[config.mk]
export PLATFORM = sky130hd
export DESIGN_NAME = gtx_reset_seq
export DESIGN_NICKNAME = d
export VERILOG_FILES = /design/src/rtl/gtx_reset_seq.sv
export SDC_FILE = /design/constraint.sdc
export NUM_CORES = 1
export LEC_CHECK = 0
export CORE_MARGIN = 1
export CORE_UTILIZATION = 60
export CTS_BUF_LIST = sky130_fd_sc_hd__clkbuf_8
export DETAILED_ROUTE_END_ITERATION = 8
export PLACE_DENSITY_LB_ADDON = 0.12
export SYNTH_ARGS = -nofsm -noshare
export SYNTH_HDL_FRONTEND = slang
export SYNTH_SLANG_ARGS = --single-unit
[constraint.sdc]
create_clock -name clk -period 5.3 [get_ports clk]
set_clock_uncertainty 0.2 [all_clocks]
set_input_delay 0.53 -clock clk [delete_from_list [all_inputs] [get_ports clk]]
set_output_delay 0.53 -clock clk [all_outputs]
set_load 0.02 [all_outputs]
[src/rtl/gtx_reset_seq.sv]
// GTX transceiver reset sequencer: powers the CPLL down and up, waits for lock, pulses the
// TX reset, waits for reset-done, and retries on timeouts until a fault limit is reached.
module gtx_reset_seq #(
  parameter int unsigned PD_CYCLES    = 16,
  parameter int unsigned RST_CYCLES   = 4,
  parameter int unsigned LOCK_TIMEOUT = 50000,
  parameter int unsigned DONE_TIMEOUT = 50000,
  parameter int unsigned MAX_RETRY    = 8,
  parameter bit          AUTO_START   = 1'b1
) (
  input  logic       clk,
  input  logic       rst,
  input  logic       start,
  input  logic       cpll_lock,
  input  logic       tx_resetdone,
  output logic       cpll_pd,
  output logic       cpll_reset,
  output logic       gttx_reset,
  output logic       tx_userrdy,
  output logic       ready,
  output logic       fault,
  output logic [7:0] retry_cnt,
  output logic [2:0] state
);

  localparam logic [2:0] StIdle     = 3'd0;
  localparam logic [2:0] StPd       = 3'd1;
  localparam logic [2:0] StCpllRst  = 3'd2;
  localparam logic [2:0] StWaitLock = 3'd3;
  localparam logic [2:0] StGtRst    = 3'd4;
  localparam logic [2:0] StWaitDone = 3'd5;
  localparam logic [2:0] StReady    = 3'd6;
  localparam logic [2:0] StFault    = 3'd7;

  localparam int unsigned MaxA     = (PD_CYCLES > RST_CYCLES) ? PD_CYCLES : RST_CYCLES;
  localparam int unsigned MaxB     = (LOCK_TIMEOUT > DONE_TIMEOUT) ? LOCK_TIMEOUT : DONE_TIMEOUT;
  localparam int unsigned MaxDwell = (MaxA > MaxB) ? MaxA : MaxB;
  localparam int unsigned CntW     = $clog2(MaxDwell + 1);

  // Dwell value seen on the last cycle of each timed state.
  localparam logic [CntW-1:0] PdLast   = CntW'(PD_CYCLES - 1);
  localparam logic [CntW-1:0] RstLast  = CntW'(RST_CYCLES - 1);
  localparam logic [CntW-1:0] LockLast = CntW'(LOCK_TIMEOUT - 1);
  localparam logic [CntW-1:0] DoneLast = CntW'(DONE_TIMEOUT - 1);

  logic [2:0]      state_q, state_d;
  logic [CntW-1:0] dwell_q, dwell_d;
  logic [7:0]      retry_q, retry_d, retry_inc;
  logic            lock_meta_q, lock_sync_q;
  logic            done_meta_q, done_sync_q;
  logic            fail;
  logic [5:0]      out_d;

  assign retry_inc = (retry_q == 8'hff) ? 8'hff : retry_q + 8'd1;

  always_comb begin
    state_d = state_q;
    retry_d = retry_q;
    fail    = 1'b0;
    case (state_q)
      StIdle:     if (AUTO_START) state_d = StPd;
      StPd:       if (dwell_q == PdLast) state_d = StCpllRst;
      StCpllRst:  if (dwell_q == RstLast) state_d = StWaitLock;
      // Lock is tested first so it wins over a same-cycle timeout.
      StWaitLock: begin
        if (lock_sync_q)               state_d = StGtRst;
        else if (dwell_q >= LockLast)  fail = 1'b1;
      end
      StGtRst:    if (dwell_q == RstLast) state_d = StWaitDone;
      StWaitDone: begin
        if (done_sync_q)               state_d = StReady;
        else if (dwell_q >= DoneLast)  fail = 1'b1;
      end
      StReady: begin
        if (!lock_sync_q)              fail = 1'b1;
        else if (!done_sync_q)         state_d = StGtRst;
      end
      StFault:    state_d = StFault;
      default:    state_d = StIdle;
    endcase

    if (fail) begin
      retry_d = retry_inc;
      state_d = ({24'd0, retry_inc} >= MAX_RETRY) ? StFault : StPd;
    end

    if (start) begin
      state_d = StPd;
      retry_d = 8'd0;
    end
  end

  always_comb begin
    if (state_d != state_q || start) begin
      dwell_d = '0;
    end else if (dwell_q != '1) begin
      dwell_d = dwell_q + CntW'(1);
    end else begin
      dwell_d = dwell_q;
    end
  end

  // Outputs decoded from the next state so the registered values line up with state.
  always_comb begin
    out_d = 6'b111000;
    case (state_d)
      StIdle, StPd:        out_d = 6'b111000;
      StCpllRst:           out_d = 6'b011000;
      StWaitLock, StGtRst: out_d = 6'b001000;
      StWaitDone:          out_d = 6'b000100;
      StReady:             out_d = 6'b000110;
      StFault:             out_d = 6'b111001;
      default:             out_d = 6'b111000;
    endcase
  end

  always_ff @(posedge clk or posedge rst) begin
    if (rst) begin
      state_q     <= StIdle;
      dwell_q     <= '0;
      retry_q     <= 8'd0;
      lock_meta_q <= 1'b0;
      lock_sync_q <= 1'b0;
      done_meta_q <= 1'b0;
      done_sync_q <= 1'b0;
      {cpll_pd, cpll_reset, gttx_reset, tx_userrdy, ready, fault} <= 6'b111000;
    end else begin
      state_q     <= state_d;
      dwell_q     <= dwell_d;
      retry_q     <= retry_d;
      lock_meta_q <= cpll_lock;
      lock_sync_q <= lock_meta_q;
      done_meta_q <= tx_resetdone;
      done_sync_q <= done_meta_q;
      {cpll_pd, cpll_reset, gttx_reset, tx_userrdy, ready, fault} <= out_d;
    end
  end

  assign state     = state_q;
  assign retry_cnt = retry_q;

endmodule

Word level (Yosys, flattened, before mapping):

Memories as Yosys holds them, arrays and structs flattened. A register that Yosys moved wholly into a read port is not among the register bits.
Cells that the tools add are included.

* order comparisons: 2
* reduce and logical (&&, ||, !) cells: 4
* $add $sub $neg: 2
* multiplexer cells: 21
* equal/unequal tests: 12

Operator list (number)
* $mux 16: 2
* $mux 3: 10
* $mux 8: 3
* $pmux 3 s8: 1
* $add 16x1->16 const B: 1
* $eq 16x2->1 const B: 1
* $eq 16x4->1 const B: 1
* $ge 16x16->1 const B: 1
* $ne 16x16->1 const B: 1
* $eq 3x3->1 const B: 4
* $add 8x1->8 const B: 1
* $eq 8x8->1 const B: 1
* $ge 8x4->1 const B: 1
* $eq 3x2->1 const B: 2
* $mux 1: 4
* $reduce_bool 2->1: 2
* $eq 3x1->1 const B: 1
* $logic_not 3->1: 1
* $ne 3x3->1: 1
* $pmux 1 s3: 1
* $logic_or 1x1->1: 1

* output and inout port bits: 17
* register bits after elaboration: 31
* input bits: 5
* ROM bits: 48
* memories: 1

Memories
* (no name shown): words 8, width 6, read ports 1, clocked after memory_dff 1, write ports 0, line 106 `case (state_d)`

Logic depth before layout (Yosys ltp):

Gate-level depths: netlist (run 1).

* depth after elaboration: 9
* depth in mapped cells: 9
* gate-level depth less buffers: 9

Least setup slack after synthesis (run 1):

OpenSTA, ideal clock, no wires.

* path kind: register to register
* from: register retry_q[0], in the netlist retry_cnt[0]
* to: register cpll_reset
* period minus slack after synthesis: 2.698 ns
* buffers on the path: 0
* setup slack: 2.602 ns
* cell stages (with the launch flop): 10
* arrival time: 2.410 ns
* path through: dfrtp_1 ha_1 and3_1 and3_1 a2111oi_4 a221o_2 inv_1 ha_1 and2_1 o21bai_1

* word-level cells in the longest chain between the ends: 6

Ends and longest elaborated chain
* start, declared: line 48 `logic [7:0] retry_q, retry_d, retry_inc;`
* start signal, assigned: line 130 `retry_q <= retry_d;`
* $add 8x1->8 / $eq 8x8->1 (equally long branches): line 54 `assign retry_inc = (retry_q == 8'hff) ? 8'hff : retry_q + 8'd1;`
* $mux 8 *: line 54
* $ge 8x4->1 *: line 84 `state_d = ({24'd0, retry_inc} >= MAX_RETRY) ? StFault : StPd;`
* $mux 3 *: line 84
* $mux 3 *: line 82 `if (fail) begin`
* $mux 3 *: line 87 `if (start) begin`
* via state_d[1]: line 46 `logic [2:0] state_q, state_d;`
* end, declared: line 17 `output logic cpll_reset,`

The timed path passes the listed nets; every way through them passes the cells marked *.
A chain may end at the register's enable or synchronous reset.

Worst setup path in the final report (run 1):

* from: register state_q[2], in the netlist state[2]
* to: register dwell_q[2]

* word-level cells in the longest chain between the ends: 8

Ends and longest elaborated chain
* start, declared: line 46
* start signal, assigned: line 119 `state_q <= StIdle;`
* start signal, assigned: line 128 `state_q <= state_d;`
* $mux 3: line 76 `else if (!done_sync_q) state_d = StGtRst;`
* $mux 3: line 75 `if (!lock_sync_q) fail = 1'b1;`
* $pmux 3 s8: line 60 `case (state_q)`
* $mux 3: line 82
* $mux 3: line 87
* $ne 3x3->1 *: line 94 `if (state_d != state_q || start) begin`
* $logic_or 1x1->1 *: line 94
* $mux 16 / $reduce_bool 2->1 (equally long branches)
* end signal, assigned: line 129 `dwell_q <= dwell_d;`
* end, declared: line 47 `logic [CntW-1:0] dwell_q, dwell_d;`

Mark *: on every way between the ends. The rest lies on a longest branch, timed or not.

==> results of run 1 <==
==> cells by family after synthesis <==
logic type / after synthesis / share of synthesized area, %
and+or+nand+nor: 102 / 30.46
muxes: 5 / 2.931
DFF: 37 / 42.70
AOI/OAI and AO/OA: 36 / 13.33
xor gates and xnor gates: 11 / 4.425
buffers and inverters: 13 / 3.275
adders and majority gates: 5 / 2.874
==> cells in the final DEF (no fill, tap or decap), types with 4 or more instances in the layout <==
| cell | synthesis | final |
|---|---|---|
| sky130_fd_sc_hd__xor2_1 | 7 | 7 |
| sky130_fd_sc_hd__nor4_1 | 6 | 6 |
| sky130_fd_sc_hd__clkdlybuf4s50_1 | 0 | 21 |
| sky130_fd_sc_hd__o21ai_0 | 4 | 4 |
| sky130_fd_sc_hd__a21oi_1 | 8 | 8 |
| sky130_fd_sc_hd__nor3_2 | 9 | 9 |
| sky130_fd_sc_hd__nand2_1 | 10 | 10 |
| sky130_fd_sc_hd__nor2_1 | 14 | 14 |
| sky130_fd_sc_hd__nor3_1 | 8 | 8 |
| sky130_fd_sc_hd__dfrtp_1 | 34 | 34 |
| sky130_fd_sc_hd__xnor2_1 | 4 | 4 |
| sky130_fd_sc_hd__and3_1 | 10 | 10 |
| sky130_fd_sc_hd__inv_1 | 6 | 7 |
| sky130_fd_sc_hd__clkbuf_8 | 0 | 6 |
| sky130_fd_sc_hd__nand4_1 | 10 | 10 |
| sky130_fd_sc_hd__and2_1 | 5 | 5 |
| sky130_fd_sc_hd__ha_1 | 5 | 5 |
| sky130_fd_sc_hd__nand3_1 | 5 | 5 |
==> metrics by stage <==
stage               power (mW)  worst slack, ps  cells  util, %
CTS                     0.5635             2026    278    73.77
floorplan               0.3083             2602    209        -
finish                  0.5582             1964    278    73.77
global placement        0.3142             2213    270    70.37
detailed placement      0.3158             2041    270    70.37
global route            0.5802             1693    278    73.77
==> power groups by stage <==
| stage | Combinational (mW) | Clock [mW] | Sequential, mW |
|---|---|---|---|
| floorplan | 0.0143 | 0 | 0.294 |
| global placement | 0.0195 | 0 | 0.295 |
| detailed placement | 0.0206 | 0 | 0.295 |
| CTS | 0.0207 | 0.253 | 0.290 |
| global route | 0.0234 | 0.267 | 0.290 |
| finish | 0.0201 | 0.248 | 0.290 |
==> area by class of cell <==
cell class,instances,area (um2)
repair buffers,22,217.7
fillers,252,895.9
clock inverters,2,33.78
well taps,46,57.56
inverters,6,22.52
clock buffers,6,82.58
multi-input cells,159,1176
flip-flops and latches,37,929.6
==> per-layer routing <==
layer,global-route usage (%),part of all wire (%),vias up
li1,-,-,840
met1,37.58,45,858
met2,42.72,49,51
met3,6.250,4.0,9
met4,10.17,1.6,0
met5,0,0,-
==> final timing paths <==
path / startpoint / to / slack (ps)
hold reg to reg: done_meta_q / done_sync_q / 150
max in group asynchronous: rst / cpll_pd / 4120
setup reg to reg: state[2] / dwell_q[2] / 1960
min in group asynchronous: rst / retry_cnt[2] / 430
hold / removal: done_meta_q / done_sync_q / 150
setup / recovery: state[2] / dwell_q[2] / 1960
==> metrics.md, run 1 <==
| Metric | Value |
|---|---|
| Outcome | finished clean |
| Gate count after technology mapping | 209 |
| Worst Path Class, Setup | reg2reg |
| Number of vias per cell after detailed routing | approximately 6.3 |
| Slew at the pin closest to its max-slew limit | between 900 and 1000 ps |
| Library cell occupying the most area in the post-synthesis netlist | sky130_fd_sc_hd__dfrtp_1 |
| Biggest register | dwell_q |
| Number of buffers added on ports | 21 |
| Count of cell instances traversed by the critical path | 6 |
| Most instantiated flip-flop cell in the synthesis netlist | sky130_fd_sc_hd__dfrtp_1 |
| Insertion delay of the later-clocked pin in the worst-skew pair | 290 ps |
| Clock transition at path regs | ~70 ps |
| Vert. Die Dim | 62.24 um |
| Largest net degree at the start of global routing | 38 |
| Wire length per cell after detailed routing | approximately 17 um |
| Crit path buffers/inverters | 0 |
| Flops & latches, synth | 37 |
| Total DRC errors in the routed layout | 0 |
| Via count | 1758 |
| Sequential group share of total power | between 50 and 60% |
| Count of buffers added by post-CTS timing repair for setup | 0 |
| Setup repair after global routing missed its margin | no |
| Count of pins on the block boundary | 22 |
| Worst voltage drop across the vdd grid | 0.1383 mV |
| Ratio of cells with drive above 1 in the final layout | between 10 and 15% |
| Worst-path cell with the longest stage delay | sky130_fd_sc_hd__o21ai_2 |
| CTS resizes | 0 |
| Category of cells accounting for the largest share of critical-path delay | compound AO/OA/AOI/OAI gates |
| CP endpoint kind | flop |
| Part of the power in the clock network | 44.5% |
| Proportion of synthesized flip-flops having asynchronous set or reset | 100.0% |
| GRT Util Overall | 27.46% |
| Switching power share of the total | 20.42% |
| Floorplan Core Area | 0.003416 mm2 |
| Internal power component | about 0.44 mW |
| Effective utilization at floorplan | 63.74% |
| Clock tree from TritonCTS | yes |
| Synthesized cell area | approximately 0.0022 mm2 |
| Register-to-Register Path Depth | 6 |
| Initial antenna violation count | 0 |
| DRC violation total after the first TritonRoute iteration | 117 |
| Leakage | 1.069 nW |
| Final critical-path share of the clock period | 62.94% |
| Setup Total Neg Slack | 0 ps |
| Peak per-stage delay on the critical path | 780 ps |
| Overall die area | around 0.0039 mm2 |
| Count of distinct cell types in the synthesized netlist | between 50 and 60 |
| Count of hold-fix buffers inserted at cts | 0 |
| Final setup violation count | 0 |
| Switching Power | 0.1140 mW |
| Floorplan row count | 21 |
| Class of the tightest hold or removal check | reg2reg |
| Maximum clock rate | roughly 300 MHz |
| Flip-flop count of the largest register after layout | 16 |
| Portion of the post-synthesis area used by sequential elements | between 40 and 50% |
| Cell with the most instances after synthesis | sky130_fd_sc_hd__dfrtp_1 |
| Hold Violations, Final | 0 |
| Synth top area share | 39.08% |
| Number of warnings reported in the yosys synthesis log | 0 |
| Final period demand of the worst path | 3336 ps |
| Arrival @ worst endpoint | 3270 ps |
| Worst path required time | 5230 ps |
| CTS Buf Count | 5 |
| Part of the power in combinational logic | 3.6% |
| P per Cell Area | 221.5 mW/mm2 |
| Diode count | 0 |
| Wire length of the first global-routing pass | 8.418 mm |
| Final slew viol count | 0 |
| Biggest area contributors in the synthesized netlist | sky130_fd_sc_hd__dfrtp_1 39%, sky130_fd_sc_hd__nor3_2 4.1%, sky130_fd_sc_hd__dfstp_2 3.6% |
| Clock Sink Count | 37 |
| DP HPWL | 3.105 mm |
| EDFF count, synth | 0 |
| Grt ovf | 0 |
| Number of nets produced by synthesis | 219 |
| Synth cell count leaders | 34 x sky130_fd_sc_hd__dfrtp_1, 14 x sky130_fd_sc_hd__nor2_1, 10 x sky130_fd_sc_hd__and3_1, 10 x sky130_fd_sc_hd__nand2_1, 10 x sky130_fd_sc_hd__nand4_1 |
| Cell-by-cell listing of the critical path | nor4bb_1 -> nor2_2 -> a2bb2oi_2 -> a21boi_0 -> o21ai_2 -> nor4_1 |
| Remaining max-slew budget at the tightest pin | 36.55% |
| Max H-tree Level | 2 |
| Fin nets | between 200 and 250 |
| Buffer levels on the longest clock path | 2 |
| Post-route cell area | 0.002520 mm2 |
| Syn-to-layout area delta | 15.75% |
| DRT antenna net count | 0 |
| Placed inst area | approximately 0.0024 mm2 |
| Worst hold margin | 149.2 ps |
| Aggregate routed wire length | 4.616 mm |
| Maximum fanout encountered on the critical timing path | 16 |
| Pre-antenna DRT Iters | 4 |
| Critical Path Start Type | flop |
| Mean instance size in the synthesized netlist | 10.42 um2 |
| Vias in the first global route | 1759 |
| Cell at the root of the clock tree | sky130_fd_sc_hd__clkbuf_8 |
| Horizontal die dimension | around 62 um |
| # Max-Cap Violations | 0 |
| Final weighted congestion in routability-driven placement | 0.8648 |
| Min-Delay Path Depth | 0 |
(Power assumes the default switching activity.)
==> run 2: changes to the inputs <==
--- a/config.mk
+++ b/config.mk
@@ -6,7 +6,7 @@
 export NUM_CORES = 1
 export LEC_CHECK = 0
 export CORE_MARGIN = 1
-export CORE_UTILIZATION = 60
+export CORE_UTILIZATION = 59
 export CTS_BUF_LIST = sky130_fd_sc_hd__clkbuf_8
 export DETAILED_ROUTE_END_ITERATION = 8
 export PLACE_DENSITY_LB_ADDON = 0.12
==> constraint.sdc (replaced) <==
create_clock -name clk -period 3.1 [get_ports clk]
set_clock_uncertainty 0.2 [all_clocks]
set_input_delay 0.31 -clock clk [delete_from_list [all_inputs] [get_ports clk]]
set_output_delay 0.31 -clock clk [all_outputs]
set_load 0.02 [all_outputs]
==> run 2 against run 1 <==
Sequential cell count stayed put; highest routed layer unchanged; critical path depth is 2 higher; fmax is 15% higher; first-iteration DRC count is 7.7% higher; core utilization is 0.20 points higher; sequential share of layout area is 0.38 points lower; worst hold slack better by 8.8 ps; total power is 52% higher.
==> metrics.md, run 2 (synthesis results as in run 1) <==
| Metric | Value |
|---|---|
| Outcome | finished clean |
| Worst voltage drop across the vdd grid | 0.3052 mV |
| Flip-flop count of the largest register after layout | 16 |
| Max H-tree Level | 2 |
| Maximum fanout encountered on the critical timing path | 12 |
| Clock Sink Count | 37 |
| Leakage | 1.096 nW |
| Grt ovf | 0 |
| P per Cell Area | 334.1 mW/mm2 |
| Footprint of the multi-input gates | 0.001176 mm2 |
| Place WS | 238.5 ps |
| Min-Delay Path Depth | 0 |
| Clock transition at path regs | about 70 ps |
| Number of vias per cell after detailed routing | 6.266 |
| Most frequent standard cell in the layout excluding fill and tap cells | sky130_fd_sc_hd__dfrtp_1 |
| Peak per-stage delay on the critical path | 470 ps |
| Largest net degree at the start of global routing | 38 |
| Crit path from | retry_cnt[0] |
| Vert. Die Dim | around 63 um |
| Setup repair after global routing missed its margin | no |
| Remaining max-slew budget at the tightest pin | 45.64% |
| CP endpoint kind | flop |
| Wire length per cell after detailed routing | 16.01 um |
| Fin nets | ~250 |
| Final setup violation count | 0 |
| # Max-Cap Violations | 0 |
| Cell-by-cell listing of the critical path | ha_1 -> and3_1 -> and3_1 -> a2111oi_4 -> a221oi_1 -> mux2i_4 -> buf_4 -> nor3_2 |
| Worst path required time | 3070 ps |
| Class of the tightest hold or removal check | reg2reg |
| Register-to-Register Path Depth | 8 |
| Most used cell, CP | sky130_fd_sc_hd__and3_1 |
| Total DRC errors in the routed layout | 0 |
| Final period demand of the worst path | between 2000 and 3000 ps |
| Final slew viol count | 0 |
| Cell at the root of the clock tree | sky130_fd_sc_hd__clkbuf_8 |
| DP HPWL | 3.332 mm |
| DRT antenna net count | 0 |
| CTS Buf Count | 5 |
| Floorplan row count | 21 |
| Effective utilization at floorplan | roughly 63% |
| Insertion delay of the later-clocked pin in the worst-skew pair | 290 ps |
| Count of pins on the block boundary | 22 |
| Initial antenna violation count | 0 |
| Syn-to-layout area delta | 16.95% |
| Maximum clock rate | 345.7 MHz |
| Sequential cell area in the final layout | just over 900 um2 |
| DRC violation total after the first TritonRoute iteration | 126 |
| Ratio of cells with drive above 1 in the final layout | between 10% and 20% |
| Arrival @ worst endpoint | 2870 ps |
| Count of buffers added by post-CTS timing repair for setup | 0 |
| Diode count | 0 |
| Clock tree from TritonCTS | yes |
| Slew at the pin closest to its max-slew limit | roughly 810 ps |
| Count of hold-fix buffers inserted at cts | 0 |
| Overall die area | 0.003937 mm2 |
| Startpoint of the worst register-to-register path | retry_cnt[0] |
| Wire length of the first global-routing pass | 8.280 mm |
| Number of buffers added on ports | 21 |
| Hold Path Origin | done_meta_q |
| Via count | 1792 |
| Final critical-path share of the clock period | between 90 and 100% |
| Setup Total Neg Slack | 0 ps |
| Critical Path Start Type | flop |
| GRT Util Overall | 26.63% |
| Biggest register | dwell_q |
| Horizontal die dimension | 62.75 um |
| Vias in the first global route | 1799 |
| Final worst-path setup slack | between 200 and 250 ps |
| Buffer levels on the longest clock path | 2 |
| Floorplan Core Area | 0.003442 mm2 |
| Final weighted congestion in routability-driven placement | 0.8135 |
| Hold Violations, Final | 0 |
| Pre-antenna DRT Iters | 5 |
| Worst-path cell with the longest stage delay | sky130_fd_sc_hd__a2111oi_4 |
| Count of filler cells inserted in the layout | 244 |
| CTS resizes | 0 |
| Aggregate routed wire length | 4.580 mm |
| Commonest non-fill, non-tap cells in the layout | 34 x sky130_fd_sc_hd__dfrtp_1, 21 x sky130_fd_sc_hd__clkdlybuf4s50_1, 14 x sky130_fd_sc_hd__nor2_1 |
| Worst Path Class, Setup | reg2reg |
==> run 2: changes by cell type in the layout (fill, tap and decap cells not counted), sizes merged <==
cell,delta
buf,+8
bufinv,-1
clkbuf,-1
clkinv,+2
==> run 2: report_power, final <==
part	total [mW]	internal, mW	leakage (nW)	switching, mW
combinational	0.0376	0.0139	0.557	0.0238
sequential	0.496	0.489	0.490	0.00700
clock	0.317	0.152	0.0491	0.165
total	0.851	0.655	1.10	0.196
==> run 2: final timing paths <==
path | end | slack, ps
max | dwell_q[11] | 210
min | done_sync_q | 160
max reg2reg | dwell_q[11] | 210
min reg2reg | done_sync_q | 160
max in group asynchronous | cpll_pd | 2130
min in group asynchronous | dwell_q[7] | 220
==> run 2: layout make-up <==
cell class / count / area share [%]
clock inverter: 3 / 0.5405
multi-input combinational: 159 / 46.19
inverter: 6 / 0.8845
sequential: 37 / 36.51
timing repair buffer: 30 / 10.91
clock buffer: 5 / 2.703
tap: 46 / 2.260
==> run 2: metal layers <==
layer | routed length [um] | global-route usage (%) | vias to the layer above
li1 | - | - | 853
met4 | 107 | 10.47 | 0
met2 | 2248 | 42.26 | 48
met3 | 162 | 5.109 | 13
met1 | 2062 | 35.93 | 878
met5 | 0 | 0 | -
==> run 2: per-stage QoR <==
| step | power (mW) | hold slack [ps] | util, % | cell area [um2] | instances |
|---|---|---|---|---|---|
| floorplan | 0.5271 | 131.2 | - | 2177 | 209 |
| finish | 0.8507 | 158.0 | 73.97 | 2546 | 286 |
| detailed placement | 0.5431 | 145.7 | 71.57 | 2464 | 278 |
| global placement | 0.5398 | 132.1 | 71.57 | 2464 | 278 |
| global route | 0.8815 | 170.0 | 73.97 | 2546 | 286 |
| CTS | 0.8549 | 158.9 | 73.97 | 2546 | 286 |
==> run 2: worst max-delay path, delay by kind of cell (launching register included) <==
family          cells  cell delay (ps)
compound gates      2              680
fa+ha+maj           1              270
buf+inv             1              230
flops               1              440
mux                 1              430
simple gates        3              530
==> run 3: changes to the inputs <==
--- a/config.mk
+++ b/config.mk
@@ -9,6 +9,7 @@
 export CORE_UTILIZATION = 59
 export CTS_BUF_LIST = sky130_fd_sc_hd__clkbuf_8
 export DETAILED_ROUTE_END_ITERATION = 8
+export GPL_ROUTABILITY_DRIVEN = 0
 export PLACE_DENSITY_LB_ADDON = 0.12
 export SYNTH_ARGS = -nofsm -noshare
 export SYNTH_HDL_FRONTEND = slang
==> results of run 3 <==
Final layout, timing and power as in run 2 (identical DEF).
